[config.mk]
export PLATFORM = sky130hd
export DESIGN_NAME = mac_unit
export DESIGN_NICKNAME = d
export VERILOG_FILES = /design/src/rtl/mac_unit_pkg.sv /design/src/rtl/mac_unit_shift_add_multiplier.sv /design/src/rtl/mac_unit.sv
export SDC_FILE = /design/constraint.sdc
export NUM_CORES = 1
export LEC_CHECK = 0
export CORE_ASPECT_RATIO = 1.4
export CORE_MARGIN = 4
export CORE_UTILIZATION = 40
export CTS_BUF_LIST = sky130_fd_sc_hd__clkbuf_16
export CTS_CLUSTER_DIAMETER = 150
export DETAILED_ROUTE_END_ITERATION = 7
export MAX_ROUTING_LAYER = met4
export RECOVER_POWER = 50
export SLEW_MARGIN = 20
export SYNTH_ARGS = -nofsm -noshare
export SYNTH_HDL_FRONTEND = slang
export SYNTH_SLANG_ARGS = --single-unit
[constraint.sdc]
create_clock -name clk -period 8.2 [get_ports clk]
set_input_delay 0.82 -clock clk [delete_from_list [all_inputs] [get_ports clk]]
set_output_delay 0.82 -clock clk [all_outputs]
set_load 0.01 [all_outputs]
[src/rtl/mac_unit_pkg.sv]
// mac_unit_pkg: shared FSM encoding and default widths for the multiply-accumulate unit
package mac_unit_pkg;
   localparam int WIDTH_DEF = 32;
   localparam int REG_ADDR_W_DEF = 5;
   typedef enum logic [1:0] {IDLE = 2'd0, LOAD = 2'd1, MUL = 2'd2, WB = 2'd3} state_t;
endpackage

[src/rtl/mac_unit_shift_add_multiplier.sv]
// shift_add_multiplier: one partial product per step, WIDTH steps per multiply
module shift_add_multiplier import mac_unit_pkg::*; #(
   parameter int WIDTH = WIDTH_DEF
) (
   input  logic               clk,
   input  logic               rst_n,
   input  logic               load,
   input  logic               step,
   input  logic [WIDTH-1:0]   mcand_in,
   input  logic [WIDTH-1:0]   mplier_in,
   output logic [2*WIDTH-1:0] product_nxt,
   output logic               last
);
   localparam int CW = $clog2(WIDTH);
   logic [2*WIDTH-1:0] mcand_q, mcand_d, product_q, product_d;
   logic [WIDTH-1:0]   mplier_q, mplier_d;
   logic [CW-1:0]      count_q, count_d;
   // mcand shifts left each step, so it always equals mcand << count
   always_comb begin
      product_nxt = product_q + (mplier_q[0] ? mcand_q : '0);
      mcand_d     = load ? {{WIDTH{1'b0}}, mcand_in} : step ? mcand_q << 1 : mcand_q;
      mplier_d    = load ? mplier_in : step ? mplier_q >> 1 : mplier_q;
      product_d   = load ? '0 : step ? product_nxt : product_q;
      count_d     = load ? '0 : step ? count_q + 1'b1 : count_q;
      last        = count_q == CW'(WIDTH - 1);
   end
   always_ff @(posedge clk or negedge rst_n) begin
      if (!rst_n) begin
         mcand_q   <= '0;
         mplier_q  <= '0;
         product_q <= '0;
         count_q   <= '0;
      end else begin
         mcand_q   <= mcand_d;
         mplier_q  <= mplier_d;
         product_q <= product_d;
         count_q   <= count_d;
      end
   end
endmodule

[src/rtl/mac_unit.sv]
// mac_unit: multi-cycle rd = rd + rs*rt (or rs*rt) unit feeding the register bank write port
module mac_unit import mac_unit_pkg::*; #(
   parameter int WIDTH = WIDTH_DEF,
   parameter int REG_ADDR_W = REG_ADDR_W_DEF
) (
   input  logic                  clk,
   input  logic                  rst_n,
   input  logic                  start,
   input  logic                  accumulate,
   input  logic [REG_ADDR_W-1:0] rd_addr,
   input  logic [WIDTH-1:0]      source1_data,
   input  logic [WIDTH-1:0]      source2_data,
   input  logic [WIDTH-1:0]      destination_reg_data,
   output logic                  mac_control,
   output logic [REG_ADDR_W-1:0] destination_mac,
   output logic                  write,
   output logic [REG_ADDR_W-1:0] destination_register,
   output logic [WIDTH-1:0]      wr_data,
   output logic                  busy,
   output logic                  done,
   output logic                  ovf
);
   state_t                state_q, state_d;
   logic                  accept, fin, last, accum_q, accum_d;
   logic [REG_ADDR_W-1:0] rd_q, rd_d, destination_mac_q, destination_mac_d;
   logic [REG_ADDR_W-1:0] destination_register_q, destination_register_d;
   logic [WIDTH-1:0]      acc_q, acc_d, wr_data_q, wr_data_d;
   logic [WIDTH:0]        sum;
   logic [2*WIDTH-1:0]    product_nxt;
   logic                  mac_control_q, mac_control_d, write_q, write_d;
   logic                  busy_q, busy_d, done_q, done_d, ovf_q, ovf_d;
   shift_add_multiplier #(.WIDTH(WIDTH)) u_mul (
      .clk         (clk),
      .rst_n       (rst_n),
      .load        (accept),
      .step        (state_q == MUL),
      .mcand_in    (source1_data),
      .mplier_in   (source2_data),
      .product_nxt (product_nxt),
      .last        (last)
   );
   // WB also accepts start so back-to-back ops lose no cycle
   always_comb begin
      accept  = start && (state_q == IDLE || state_q == WB);
      fin     = state_q == MUL && last;
      state_d = accept ? LOAD : state_q == LOAD ? MUL : fin ? WB : state_q == MUL ? MUL : IDLE;
   end
   always_ff @(posedge clk or negedge rst_n) begin
      if (!rst_n) state_q <= IDLE;
      else        state_q <= state_d;
   end
   // writeback is registered from the final step's product so write is glitch-free
   always_comb begin
      rd_d                   = accept ? rd_addr : rd_q;
      accum_d                = accept ? accumulate : accum_q;
      acc_d                  = state_q == LOAD ? (accum_q ? destination_reg_data : '0) : acc_q;
      mac_control_d          = accept;
      destination_mac_d      = accept ? rd_addr : destination_mac_q;
      sum                    = {1'b0, product_nxt[WIDTH-1:0]} + {1'b0, acc_q};
      write_d                = fin;
      done_d                 = fin;
      destination_register_d = fin ? rd_q : destination_register_q;
      wr_data_d              = fin ? sum[WIDTH-1:0] : wr_data_q;
      ovf_d                  = fin ? (|product_nxt[2*WIDTH-1:WIDTH]) | sum[WIDTH] : ovf_q;
      busy_d                 = state_d != IDLE;
   end
   always_ff @(posedge clk or negedge rst_n) begin
      if (!rst_n) begin
         rd_q                   <= '0;
         accum_q                <= 1'b0;
         acc_q                  <= '0;
         mac_control_q          <= 1'b0;
         destination_mac_q      <= '0;
         write_q                <= 1'b0;
         done_q                 <= 1'b0;
         destination_register_q <= '0;
         wr_data_q              <= '0;
         ovf_q                  <= 1'b0;
         busy_q                 <= 1'b0;
      end else begin
         rd_q                   <= rd_d;
         accum_q                <= accum_d;
         acc_q                  <= acc_d;
         mac_control_q          <= mac_control_d;
         destination_mac_q      <= destination_mac_d;
         write_q                <= write_d;
         done_q                 <= done_d;
         destination_register_q <= destination_register_d;
         wr_data_q              <= wr_data_d;
         ovf_q                  <= ovf_d;
         busy_q                 <= busy_d;
      end
   end
   assign mac_control          = mac_control_q;
   assign destination_mac      = destination_mac_q;
   assign write                = write_q;
   assign destination_register = destination_register_q;
   assign wr_data              = wr_data_q;
   assign busy                 = busy_q;
   assign done                 = done_q;
   assign ovf                  = ovf_q;
endmodule

**After elaboration in Yosys (flattened, before gate mapping)**

Index checks and enable logic that the tools add are counted.

- Flip-flop bits (word level): 246
- Bits in latches: 0
- Bits in writable memories: 0
- Memory bits (read-only): 0
- Input port bits: 105
- Output and inout port bits: 47
- Logic and storage cells: 43
- Memories kept: 0

- $add $sub $neg: 3
- Multipliers: 0
- Divide/modulo/power cells: 0
- Order comparisons: 0
- Eq/ne operators: 4
- Shift operators: 0
- Mux-type cells: 14
- Bitwise operators: 1
- Reduce and logical (&&, ||, !) cells: 7

Operators by type and width:

| cell | number |
|---|---|
| $mux 64 | 5 |
| $mux 32 | 3 |
| $add 64x64->64 | 1 |
| $add 32x32->33 | 1 |
| $reduce_or 32->1 | 1 |
| $mux 5 | 2 |
| $mux 2 | 4 |
| $add 5x1->5 const B | 1 |
| $eq 5x5->1 const B | 1 |
| $eq 2x2->1 const B | 2 |
| $reduce_bool 2->1 | 2 |
| $eq 2x1->1 const B | 1 |
| $logic_and 1x1->1 | 2 |
| $logic_not 2->1 | 1 |
| $logic_or 1x1->1 | 1 |
| $or 1x1->1 | 1 |

**Logic depth before layout (Yosys ltp)**

- Depth in word-level cells: 6
- Depth in mapped cells: 26
- Mapped depth without buffers: 24

**Hierarchy**

Synthesis repeated with hierarchy kept, for this count alone.

- Cell total of the unflattened synthesis: 1882
- Area, all modules: 16497.1 um2

By module, submodules not included:

| module | times used | cells an instance | area each (um2) | seq. area each (um2) |
|---|---|---|---|---|
| shift_add_multiplier | 1 | 1308 | 11477.3 | 4129.0 |
| mac_unit | 1 | 574 | 5019.8 | 2026.9 |

**Worst setup path after synthesis**

OpenSTA, ideal clock, no wires.

- Path kind: register -> register
- From: reg u_mul.mplier_q[0]
- To: reg ovf_q (netlist: ovf)
- Library setup time: 0.128 ns
- Arrival: 4.943 ns
- Required time: 8.072 ns
- Slack: 3.129 ns
- Stages on the path, launching flop included: 25
- Buffers on the path: 2
- Period minus slack after synthesis: 5.071 ns
- Path through: dfrtp_1 > clkbuf_1 > clkbuf_1 > and2_1 > ha_1 > inv_1 > fa_1 > nand2b_1 > a21oi_1 > o31a_4 > o311a_1 > nor2_1 > xnor2_1 > ha_1 > and2_1 > a221oi_1 > o21ai_0 > a31o_2 > a31oi_1 > o21a_1 > o221ai_1 > a2111oi_1 > nand4_2 > nor4_1 > a21oi_1

- Cells in the longest elaborated chain, start to end: 4
- Elaborated cells on any way between the ends: 5
- Those cells by class: 2 x add/sub; 1 x mux; 1 x bitwise; 1 x reduce/logical

RTL lines:

| element | line | source |
|---|---|---|
| from (decl) | mac_unit_shift_add_multiplier.sv:16 | `logic [WIDTH-1:0] mplier_q, mplier_d;` |
| from (signal assigned) | mac_unit_shift_add_multiplier.sv:35 | `mplier_q <= mplier_d;` |
| $mux 64 (*) | mac_unit_shift_add_multiplier.sv:20 | `product_nxt = product_q + (mplier_q[0] ? mcand_q : '0);` |
| $add 64x64->64 (*) | mac_unit_shift_add_multiplier.sv:20 |  |
| $add 32x32->33 / $reduce_or 32->1 (equally long branches) | mac_unit.sv:59, mac_unit.sv:64 |  |
| $or 1x1->1 (*) | mac_unit.sv:64 | `ovf_d = fin ? (\|product_nxt[2*WIDTH-1:WIDTH]) \| sum[WIDTH] : ovf_q;` |
| to (signal assigned) | mac_unit.sv:90 | `ovf_q <= ovf_d;` |
| to (decl) | mac_unit.sv:31 | `logic busy_q, busy_d, done_q, done_d, ovf_q, ovf_d;` |

Every way passes the cells marked *; elsewhere a longest branch is shown, timed or not.
A chain may end at the register's enable or synchronous reset.

==> Implementation_results.wiki <==
{| class="wikitable"
! Metric !! Value
|-
| Synthesis warning total || 0
|-
| Measured slew at the worst slew-check pin || 5.73 ns
|-
| Bufs and invs on worst path || 1
|-
| Worst stage delay on the critical path || 4.18 ns
|-
| Violations in the final reports || max-capacitance violations, max-slew violations
|-
| Setup WS post-layout || 2.35 ns
|-
| Hold Vio Cnt, Final || 0
|-
| Static leakage power || 0.00877 uW
|-
| Wire length after detailed routing || 47200 um
|-
| Antenna violations before repair || 1
|-
| Number of buffers created by CTS || 28
|-
| Seq/Total Area, Yosys || 0.376
|-
| Average size of a mapped cell || ~8.8 um2
|-
| Count of distinct cell types in the synthesized netlist || 98
|-
| Pwr Density || approximately 300 nW/um2
|-
| Pre-CTS WS || roughly 2.5 ns
|-
| Final worst clock skew || approximately 0.013 ns
|-
| Final Slew Violations || 279
|-
| Leading cell type in the layout, fill and taps excluded || dfrtp_1
|-
| I/O pin total || 152
|-
| Final antenna-violating net count || 0
|-
| Maximum fanout count along the critical path || 121
|-
| Remaining DRCs || 0
|-
| Slew HR || -2.82
|-
| RSZ-0062 raised after global routing || false
|-
| Clock transition at the registers of the reported paths || 0.06 ns
|-
| Iteration count of the initial detailed-routing pass || 7
|-
| Fraction of the cycle the final worst path needs || 0.714
|-
| Cell at the root of the clock tree || clkbuf_16
|-
| EDFF count, synth || 0
|-
| Area added between synthesis and finish || 16.7%
|-
| Maximum number of pins on one net before global-route repair || 131
|-
| Kind of capture point of the worst setup path || asynchronous set/reset pin
|-
| Number of I/O port buffers || 151
|-
| Wirelength per Cell || 18.9 um
|-
| Net count after synthesis || 2058
|-
| Number of gates given a new drive strength after cts || 0
|-
| Final setup violation count || 0
|-
| Critical path's slowest cell || clkdlybuf4s25_1
|-
| HPWL after DPL || 35300 um
|-
| Number of levels the H-tree was split into || 1
|-
| FFs w/ async S/R, synth || 1.00
|-
| Post-route setup TNS || 0 ns
|-
| Clock sink count || between 200 and 250
|-
| Fill count || between 3k and 4k
|-
| Syn Inst Count || 1851
|-
| Commonest cells after routing, fill and taps aside || dfrtp_1, nand2_1, o21ai_0, nor2_1, clkdlybuf4s50_1
|-
| Overall routing resource usage || 0.214
|-
| Number of buffers added to fix hold violations after cts || 0
|-
| Die extent in y || ~250 um
|-
| Starting density of the core || 0.405
|-
| Worst ir drop on vdd || 0.278 mV
|-
| Vias in the first global route || 13.8k
|-
| CP arrival || around 5.1 ns
|-
| Placer's final routability congestion estimate || ~0.93
|-
| Setup crit start kind || input port
|-
| Gr ovfl total || 0
|-
| First-pass GRT wire length || 73700 um
|-
| Total Die Area || 44300 um2
|-
| Post-route standard cell area excluding fillers || 19100 um2
|-
| Overall die width || 179 um
|-
| Maximum number of buffers from clock root to sink || 3
|-
| Cell family contributing the most delay on the critical path || buffers and inverters
|-
| Clock tree from TritonCTS || yes
|-
| Fmax || around 170 MHz
|-
| Share of layout cells above drive strength 1 || 0.0498
|-
| Class of the tightest hold or removal check || register to register
|-
| Total standard cell area after synthesis || 16400 um2
|-
| Data required time of the critical path || 7.48 ns
|-
| # Max-Cap Violations || 3
|-
| Number of post-CTS setup repair buffers || 0
|-
| Minimum hold slack || 0.483 ns
|-
| FP Rows || 87
|-
| Post-layout nets || 2151
|-
| DP Area || 18200 um2
|-
| Vias per Instance || 5.46
|-
| Standard cell core area || 40400 um2
|-
| Worst skew pair latency || 0.57 ns
|-
| Prevailing post-synth register cell || dfrtp_1
|-
| Clock period minus final worst setup slack || 5.85 ns
|-
| Type of the worst setup path || input port to asynchronous set/reset pin
|-
| Crit-path cells || clkdlybuf4s25_1
|-
| DRC marker count from the first detailed-route iteration || a little under 700
|-
| Outcome || finished with violations
|-
| Synth Register Bits || 246
|-
| Detailed-route via count || approximately 14k
|}
[synth_stat cells (14+ instances only)]
library cell    n  share of area
dfrtp_1       246           0.38
nand2_1       234          0.054
nand3_1        17         0.0052
a21o_1         38          0.017
nor2_1        164          0.038
o21ai_0       174          0.053
a211oi_1       14         0.0064
mux2i_1       146          0.089
nand4_1        28          0.011
inv_1          61          0.014
o21ai_1        16         0.0049
nand2b_1       15         0.0057
xnor2_1        45          0.024
xor2_1         33          0.018
a31oi_1        15         0.0057
nor3_1         28         0.0086
ha_1          100          0.076
o21a_1         22          0.010
a21oi_1       111          0.034
and2_1         72          0.028
clkbuf_1       75          0.017
[metal layers]
layer | part of all wire | routed length, um | vias up | GRT usage
li1 | - | - | 6729 | -
met3 | 0.039 | 1850 | 74 | 0.0285
met4 | 0.031 | 1450 | 0 | 0.0666
met5 | 0 | 0 | - | -
met1 | 0.40 | 18800 | 6609 | 0.241
met2 | 0.53 | 25100 | 251 | 0.392
[where the power goes]
| group | total, uW | internal [uW] | switching [uW] |
|---|---|---|---|
| registers | 1750 | 1530 | 221 |
| clock network | 1250 | 706 | 543 |
| logic | 2790 | 1120 | 1680 |
[logic make-up after synthesis]
logic type | share of synthesized area
AO/OA/AOI/OAI | 0.191
AND/OR/NAND/NOR | 0.176
buffers and inverters | 0.0422
multiplexers | 0.0941
adder cells (fa/ha/maj) | 0.0789
flip-flops | 0.376
XOR/XNOR | 0.0427
[registers in the layout, summed over array words and instances (netlist names)]
register              cells
u_mul.mcand_q            64
u_mul.product_q          64
acc_q                    32
u_mul.mplier_q           32
wr_data                  32
destination_mac           5
destination_register      5
u_mul.count_q             5
state_q                   2
accum_q                   1
busy                      1
done                      1
mac_control               1
ovf                       1
[worst paths after layout]
check / from / end / slack, ns / cells after the start
max reg2reg: u_mul.mplier_q[0] / ovf / 2.48 / 23
max in group clk: u_mul.mplier_q[0] / ovf / 2.48 / 23
min: wr_data[18] / wr_data[18] / 0.48 / 2
min in group asynchronous: rst_n / wr_data[28] / 2.64 / 1
min reg2reg: wr_data[18] / wr_data[18] / 0.48 / 2
max: rst_n / mac_control / 2.35 / 1
[cell type report]
class	instances	area, um2	share of cell area
Antenna cell	1	2.50	0.000131
Multi-Input combinational cell	1444	9530	0.499
Sequential cell	246	6160	0.322
Clock buffer	29	726	0.0380
Timing Repair Buffer	161	1600	0.0840
Tap cell	534	668	0.0350
Clock inverter	23	176	0.00924
Inverter	63	238	0.0124
[stage by stage]
step / cells / total power (uW) / utilization
after floorplan: 1851 / 3820 / -
after global placement: 2448 / 4550 / 0.451
after detailed placement: 2448 / 4590 / 0.451
after CTS: 2500 / 5870 / 0.474
after global routing: 2501 / 6230 / 0.473
final: 2501 / 5790 / 0.473
No activity file was read; power rests on OpenSTA's default activity.
==> patch 1, RTL diff (same flow settings) <==
Re-encode `state_t` (4 states) as one-hot, 4 bits wide.
--- a/src/rtl/mac_unit_pkg.sv
+++ b/src/rtl/mac_unit_pkg.sv
@@ -2,6 +2,6 @@
 package mac_unit_pkg;
    localparam int WIDTH_DEF = 32;
    localparam int REG_ADDR_W_DEF = 5;
-   typedef enum logic [1:0] {IDLE = 2'd0, LOAD = 2'd1, MUL = 2'd2, WB = 2'd3} state_t;
+   typedef enum logic [3:0] {IDLE = 4'b0001, LOAD = 4'b0010, MUL = 4'b0100, WB = 4'b1000} state_t;
 endpackage
 
Function: no difference found for any inputs over 10 cycles, from zero or initial values and one cycle with rst_n low; not proved beyond that.
==> patch 1 against the original RTL <==
- the run still ends with max-capacitance violations, max-slew violations left
- maximum frequency decreased by 9.7%
- combinational power rose by 9.3%
- total power is 5.3% higher
- routed wire length increased by 7.8%
- sequential cell count increased by 1
- worst setup slack got worse by 0.63 ns
- synthesized area decreased by 1.7%
- global-route usage grew 2.4 points
- design area fell by 1.1%
- die area fell by 1.7%
- cell count rose by 5.4%
- highest routed layer unchanged
==> patch 1: results (changes against the original RTL) <==
Synthesis
  • Seq/Total Area, Yosys: 0.384 (was 0.376)
  • Avg Synthesized Cell Area: 8.03 µm² (was 8.84 µm²)
  • Post-Syn Nets: 2209 (was 2058)
  • Post-synth cell types: 79 (was 98)
  • Post-Synth XOR/XNOR Area: 0.0403 (was 0.0427)
  • Post-synthesis mux area share: 0.0113 (was 0.0941)
  • Post-synth top cells: nand2_1 (463), dfrtp_1 (246), o21ai_0 (148), nor2_1 (142), nand3_1 (117) (was dfrtp_1 (246), nand2_1 (234), o21ai_0 (174), nor2_1 (164), mux2i_1 (146))
  • Ranking of synthesized cells by area: dfrtp_1 (38%), nand2_1 (11%), ha_1 (7.6%), o21ai_0 (4.6%), nand3_1 (3.6%) (was dfrtp_1 (38%), mux2i_1 (8.9%), ha_1 (7.6%), nand2_1 (5.4%), o21ai_0 (5.3%))
  • Adder-cell share of the synthesized area: 0.0787 (was 0.0789)
  • Synth Area in Compound Gates: 0.190 (was 0.191)

Clock network
  • CTS Buf Count: 29 (was 28)

Finish
  • Non-Filler Instances: 2636 (was 2501)
  • Ant. Diodes: 0 (was 1)
  • Fillers: 4013 (was 3962)
  • Net count, final: 2290 (was 2151)
  • Share of cells above drive strength 1: 0.0403 (was 0.0498)

Run status
  • Failing checks: max-capacitance violations, max-slew violations (unchanged)
  • Outcome: finished, violations left (unchanged)

Drt
  • DRT Pass-1 Iters: 5 (was 7)
  • Met2 WL: 25.9 mm (was 25.1 mm)
  • Vias/cell: 5.57 (was 5.46)
  • WL/cell: 19.3 µm (was 18.9 µm)
  • DR WL met3: 1.57 mm (was 1.85 mm)
  • Met1 WL: 21.5 mm (was 18.8 mm)
  • Starting DRT DRC Count: 834 (was 677)

Critical path
  • Worst path max stage delay: 0.81 ns (was 4.18 ns)
  • Data arrival time of the worst path: 6.81 ns (was 5.13 ns)
  • CP max stage cell: dfrtp_1 (was clkdlybuf4s25_1)
  • Kind of cell adding the most delay to the critical path: compound AO/OA/AOI/OAI gates (was buffers and inverters)

Global route
  • Largest net degree at the start of global routing: 109 (was 131)
  • Met3 Track Usage GR: 0.0225 (was 0.0285)
  • Vias in the first global route: 14800 (was 13800)
  • Antenna violations before repair: 0 (was 1)
  • GR Util met1: 0.294 (was 0.241)
  • Grt met2 use: 0.411 (was 0.392)

Placement
  • Routability Congestion: 0.932 (was 0.933)
  • Final HPWL DP: 37.0 mm (was 35.3 mm)

Timing
  • Final Max Slew Viols: 243 (was 279)
  • Worst Max-Slew Pin Slew: 5.97 ns (was 5.73 ns)

Power
  • Lkg Pwr: 0.00870 µW (was 0.00877 µW)

Run
  • Max cap viols: 3 (unchanged)
-- patch 1: cell types whose count changed in the layout (fill, tap and decap cells not counted), sizes merged, moves of 7 or more --
cell | before | now
nand3 | 18 | 117
a22o | 0 | 9
o21a | 24 | 8
inv | 66 | 36
a22oi | 0 | 15
and3 | 7 | 16
nor2 | 164 | 142
o21ai | 193 | 153
nand2 | 235 | 464
a31oi | 15 | 56
nor2b | 12 | 5
a21o | 38 | 29
mux2i | 146 | 8
o211ai | 9 | 16
-- patch 1: final timing paths --
path                               startpoint                  end  slack, ns  cells after the start
hold reg to reg            u_mul.mplier_q[29]   u_mul.mplier_q[29]       0.48                      2
hold / removal             u_mul.mplier_q[29]   u_mul.mplier_q[29]       0.48                      2
max in group asynchronous               rst_n           wr_data[7]       2.34                      1
setup reg to reg            u_mul.mplier_q[0]          wr_data[30]       1.72                     23
min in group asynchronous               rst_n  u_mul.product_q[51]       2.42                      1
setup / recovery            u_mul.mplier_q[0]          wr_data[30]       1.72                     23
-- patch 1: stage by stage --
| stage | setup slack (ns) | power [µW] | util | cell area [µm²] |
|---|---|---|---|---|
| finish | 1.72 | 6100 | 0.477 | 18900 |
| global route | 1.01 | 6590 | 0.477 | 18900 |
| CTS | 1.77 | 6120 | 0.477 | 18900 |
| detailed placement | 1.76 | 4780 | 0.453 | 18000 |
| global placement | 2.00 | 4740 | 0.453 | 18000 |
| floorplan | 3.00 | 3910 | - | 16100 |
-- patch 1: cell type report --
type,count,area share
multi-input combinational,1614,0.497
tap,528,0.0350
sequential,247,0.327
inverter,28,0.00556
clock buffer,29,0.0384
timing repair buffer,165,0.0852
clock inverter,25,0.0121
-- patch 1: power breakdown --
part           leakage, µW  internal (µW)  switching, µW
registers          0.00324           1510            219
clock network     0.000485            767            547
logic              0.00498           1140           1910
==> patch 2, RTL diff (same settings) <==
Without the edit above. Set the package constant `REG_ADDR_W_DEF` to 6 (it was 5).
--- a/src/rtl/mac_unit_pkg.sv
+++ b/src/rtl/mac_unit_pkg.sv
@@ -1,7 +1,7 @@
 // mac_unit_pkg: shared FSM encoding and default widths for the multiply-accumulate unit
 package mac_unit_pkg;
    localparam int WIDTH_DEF = 32;
-   localparam int REG_ADDR_W_DEF = 5;
+   localparam int REG_ADDR_W_DEF = 6;
    typedef enum logic [1:0] {IDLE = 2'd0, LOAD = 2'd1, MUL = 2'd2, WB = 2'd3} state_t;
 endpackage
 
Ports: changed (resized destination_mac, destination_register and rd_addr); port bits go from 152 to 155. The function was not compared with the original's and may differ.
==> patch 2 against the original RTL <==
- the run still ends with max-capacitance violations, max-slew violations left
- synthesized area fell by 2.7%
- worst hold slack got worse by 0.0093 ns
- sequential cell count rose by 2
- worst setup slack got worse by 0.61 ns
- count of clock-buffer cells in the layout fell by 2
- total power fell by 3.6%
- routed wire length fell by 9.9%
- design area fell by 2.5%
- largest power group unchanged
- highest routed layer unchanged
==> patch 2: results (changes against the original RTL) <==
Global route
  • First-pass GRT wire length: 70.0 mm (was 73.7 mm)
  • GRT Overall Usage: 0.201 (was 0.214)
  • Antenna violations before repair: 4 (was 1)
  • Largest net degree at the start of global routing: 175 (was 131)
  • Vias in the first global route: 13500 (was 13800)

Placement
  • Placed inst area: 17800 µm² (was 18200 µm²)
  • Routability Congestion: 0.949 (was 0.933)
  • Final HPWL DP: 31.4 mm (was 35.3 mm)
  • Placed cells: 2367 (was 2448)

Drt
  • WL/cell: 17.6 µm (was 18.9 µm)
  • Starting DRT DRC Count: 750 (was 677)
  • Post-Route WL: 42.5 mm (was 47.2 mm)
  • Vias/cell: 5.34 (was 5.46)

Synthesis
  • Top_reg_cell synth: dfrtp_1 (unchanged)
  • Ranking of synthesized cells by area: dfrtp_1 (39%), mux2i_1 (9.7%), ha_1 (7.9%), o21ai_0 (5.8%), nand2_1 (5.1%) (was dfrtp_1 (38%), mux2i_1 (8.9%), ha_1 (7.6%), nand2_1 (5.4%), o21ai_0 (5.3%))
  • Seq/Total Area, Yosys: 0.390 (was 0.376)
  • Post-synth cell types: 80 (was 98)
  • Cells after Synth: 1770 (was 1851)
  • Synth warn: 0 (unchanged)
  • Post-synth top cells: dfrtp_1 (248), nand2_1 (216), o21ai_0 (186), mux2i_1 (155), nor2_1 (146) (was dfrtp_1 (246), nand2_1 (234), o21ai_0 (174), nor2_1 (164), mux2i_1 (146))
  • Post-Syn Nets: 1978 (was 2058)

Finish
  • Share of cells above drive strength 1: 0.0440 (was 0.0498)
  • Net count, final: 2076 (was 2151)

Clock network
  • Root Buffer: clkbuf_16 (unchanged)
  • CTS Buf Count: 27 (was 28)
  • Resized Gates After CTS: 0 (unchanged)

Critical path
  • Slack of the worst reg-to-reg path: 1.74 ns (was 2.48 ns)
  • Worst setup path startpoint: u_mul.mplier_q[0] (was rst_n)
  • FF-to-FF path depth: 22 (was 23)
  • Crit-path max FO: 39 (was 121)
  • CP Capture Point: ovf (was mac_control)
  • Data arrival time of the worst path: 6.90 ns (was 5.13 ns)

Run status
  • Failing checks: max-capacitance violations, max-slew violations (unchanged)
  • Outcome: finished, violations left (unchanged)

Timing
  • Final Max Slew Viols: 332 (was 279)

Power
  • Max VDD drop: 0.196 mV (was 0.278 mV)
  • Lkg Pwr: 0.00870 µW (was 0.00877 µW)

Run
  • Max cap viols: 3 (unchanged)
## patch 2: cell types whose count changed after synthesis, sizes merged, moves of 8 or more
cell,change
nand2,-17
clkbuf,-10
a21oi,-13
nand3,+10
nor2,-17
xnor2,+8
o21a,-16
nor3,-16
mux2i,+9
buf,+8
a21o,+8
## patch 2: critical path: stages (launching register included)
cell	delay [ns]
dfrtp_1	0.98
nand2_1	0.22
inv_1	0.11
ha_1	0.25
a211oi_1	0.34
o211ai_2	0.17
a21boi_1	0.35
a41oi_2	0.26
a21o_1	0.23
a21oi_1	0.21
o21bai_1	0.10
a21oi_1	0.18
xnor2_1	0.21
ha_1	0.33
a21oi_1	0.29
nand2_1	0.14
o311a_1	0.38
o211ai_1	0.22
nor3_1	0.15
or4_1	0.48
or4_1	0.41
nor4_1	0.24
nor2_1	0.06
## patch 2: cells by family after synthesis
logic type,count (synthesis),synth area share
AND/OR/NAND/NOR,559,0.163
buffers and inverters,163,0.0443
AO/OA/AOI/OAI,444,0.168
multiplexers,166,0.105
adder cells (fa/ha/maj),102,0.0811
XOR/XNOR,88,0.0484
flip-flops,248,0.390
## patch 2: worst min path at each step
stage | startpoint | endpoint | slack [ns] | cells after the start
after floorplan | accum_q | accum_q | 0.44 | 2
after global placement | accum_q | accum_q | 0.46 | 2
after detailed placement | wr_data[6] | wr_data[6] | 0.47 | 2
after CTS | rst_n | u_mul.mplier_q[16] | 0.24 | 1
after global routing | wr_data[11] | wr_data[11] | 0.51 | 2
final | wr_data[14] | wr_data[14] | 0.47 | 2
## patch 2: power by group
group / leakage, µW / internal (µW) / switching, µW
Clock: 0.000441 / 694 / 524
Sequential: 0.00313 / 1540 / 220
Combinational: 0.00513 / 1080 / 1530
Total: 0.00870 / 3310 / 2270
## patch 2: stage by stage
stage,worst slack (ns),utilization
after floorplan,2.88,-
after global placement,2.01,0.452
after detailed placement,1.79,0.452
after CTS,1.74,0.474
after global routing,0.870,0.473
final,1.74,0.473
## patch 2: final cells by class
class,instances,area [µm²]
Multi-Input combinational cell,1359,9020
Fill cell,3846,20800
Antenna cell,4,10.0
Timing Repair Buffer,165,1610
Tap cell,528,661
Sequential cell,248,6210
Clock inverter,22,189
Inverter,67,253
Clock buffer,27,676
## patch 2: metal layers
| layer | part of all wire | global-route usage |
|---|---|---|
| met5 | 0 | - |
| met3 | 0.035 | 0.0204 |
| met4 | 0.036 | 0.0692 |
| met1 | 0.42 | 0.235 |
| met2 | 0.51 | 0.359 |
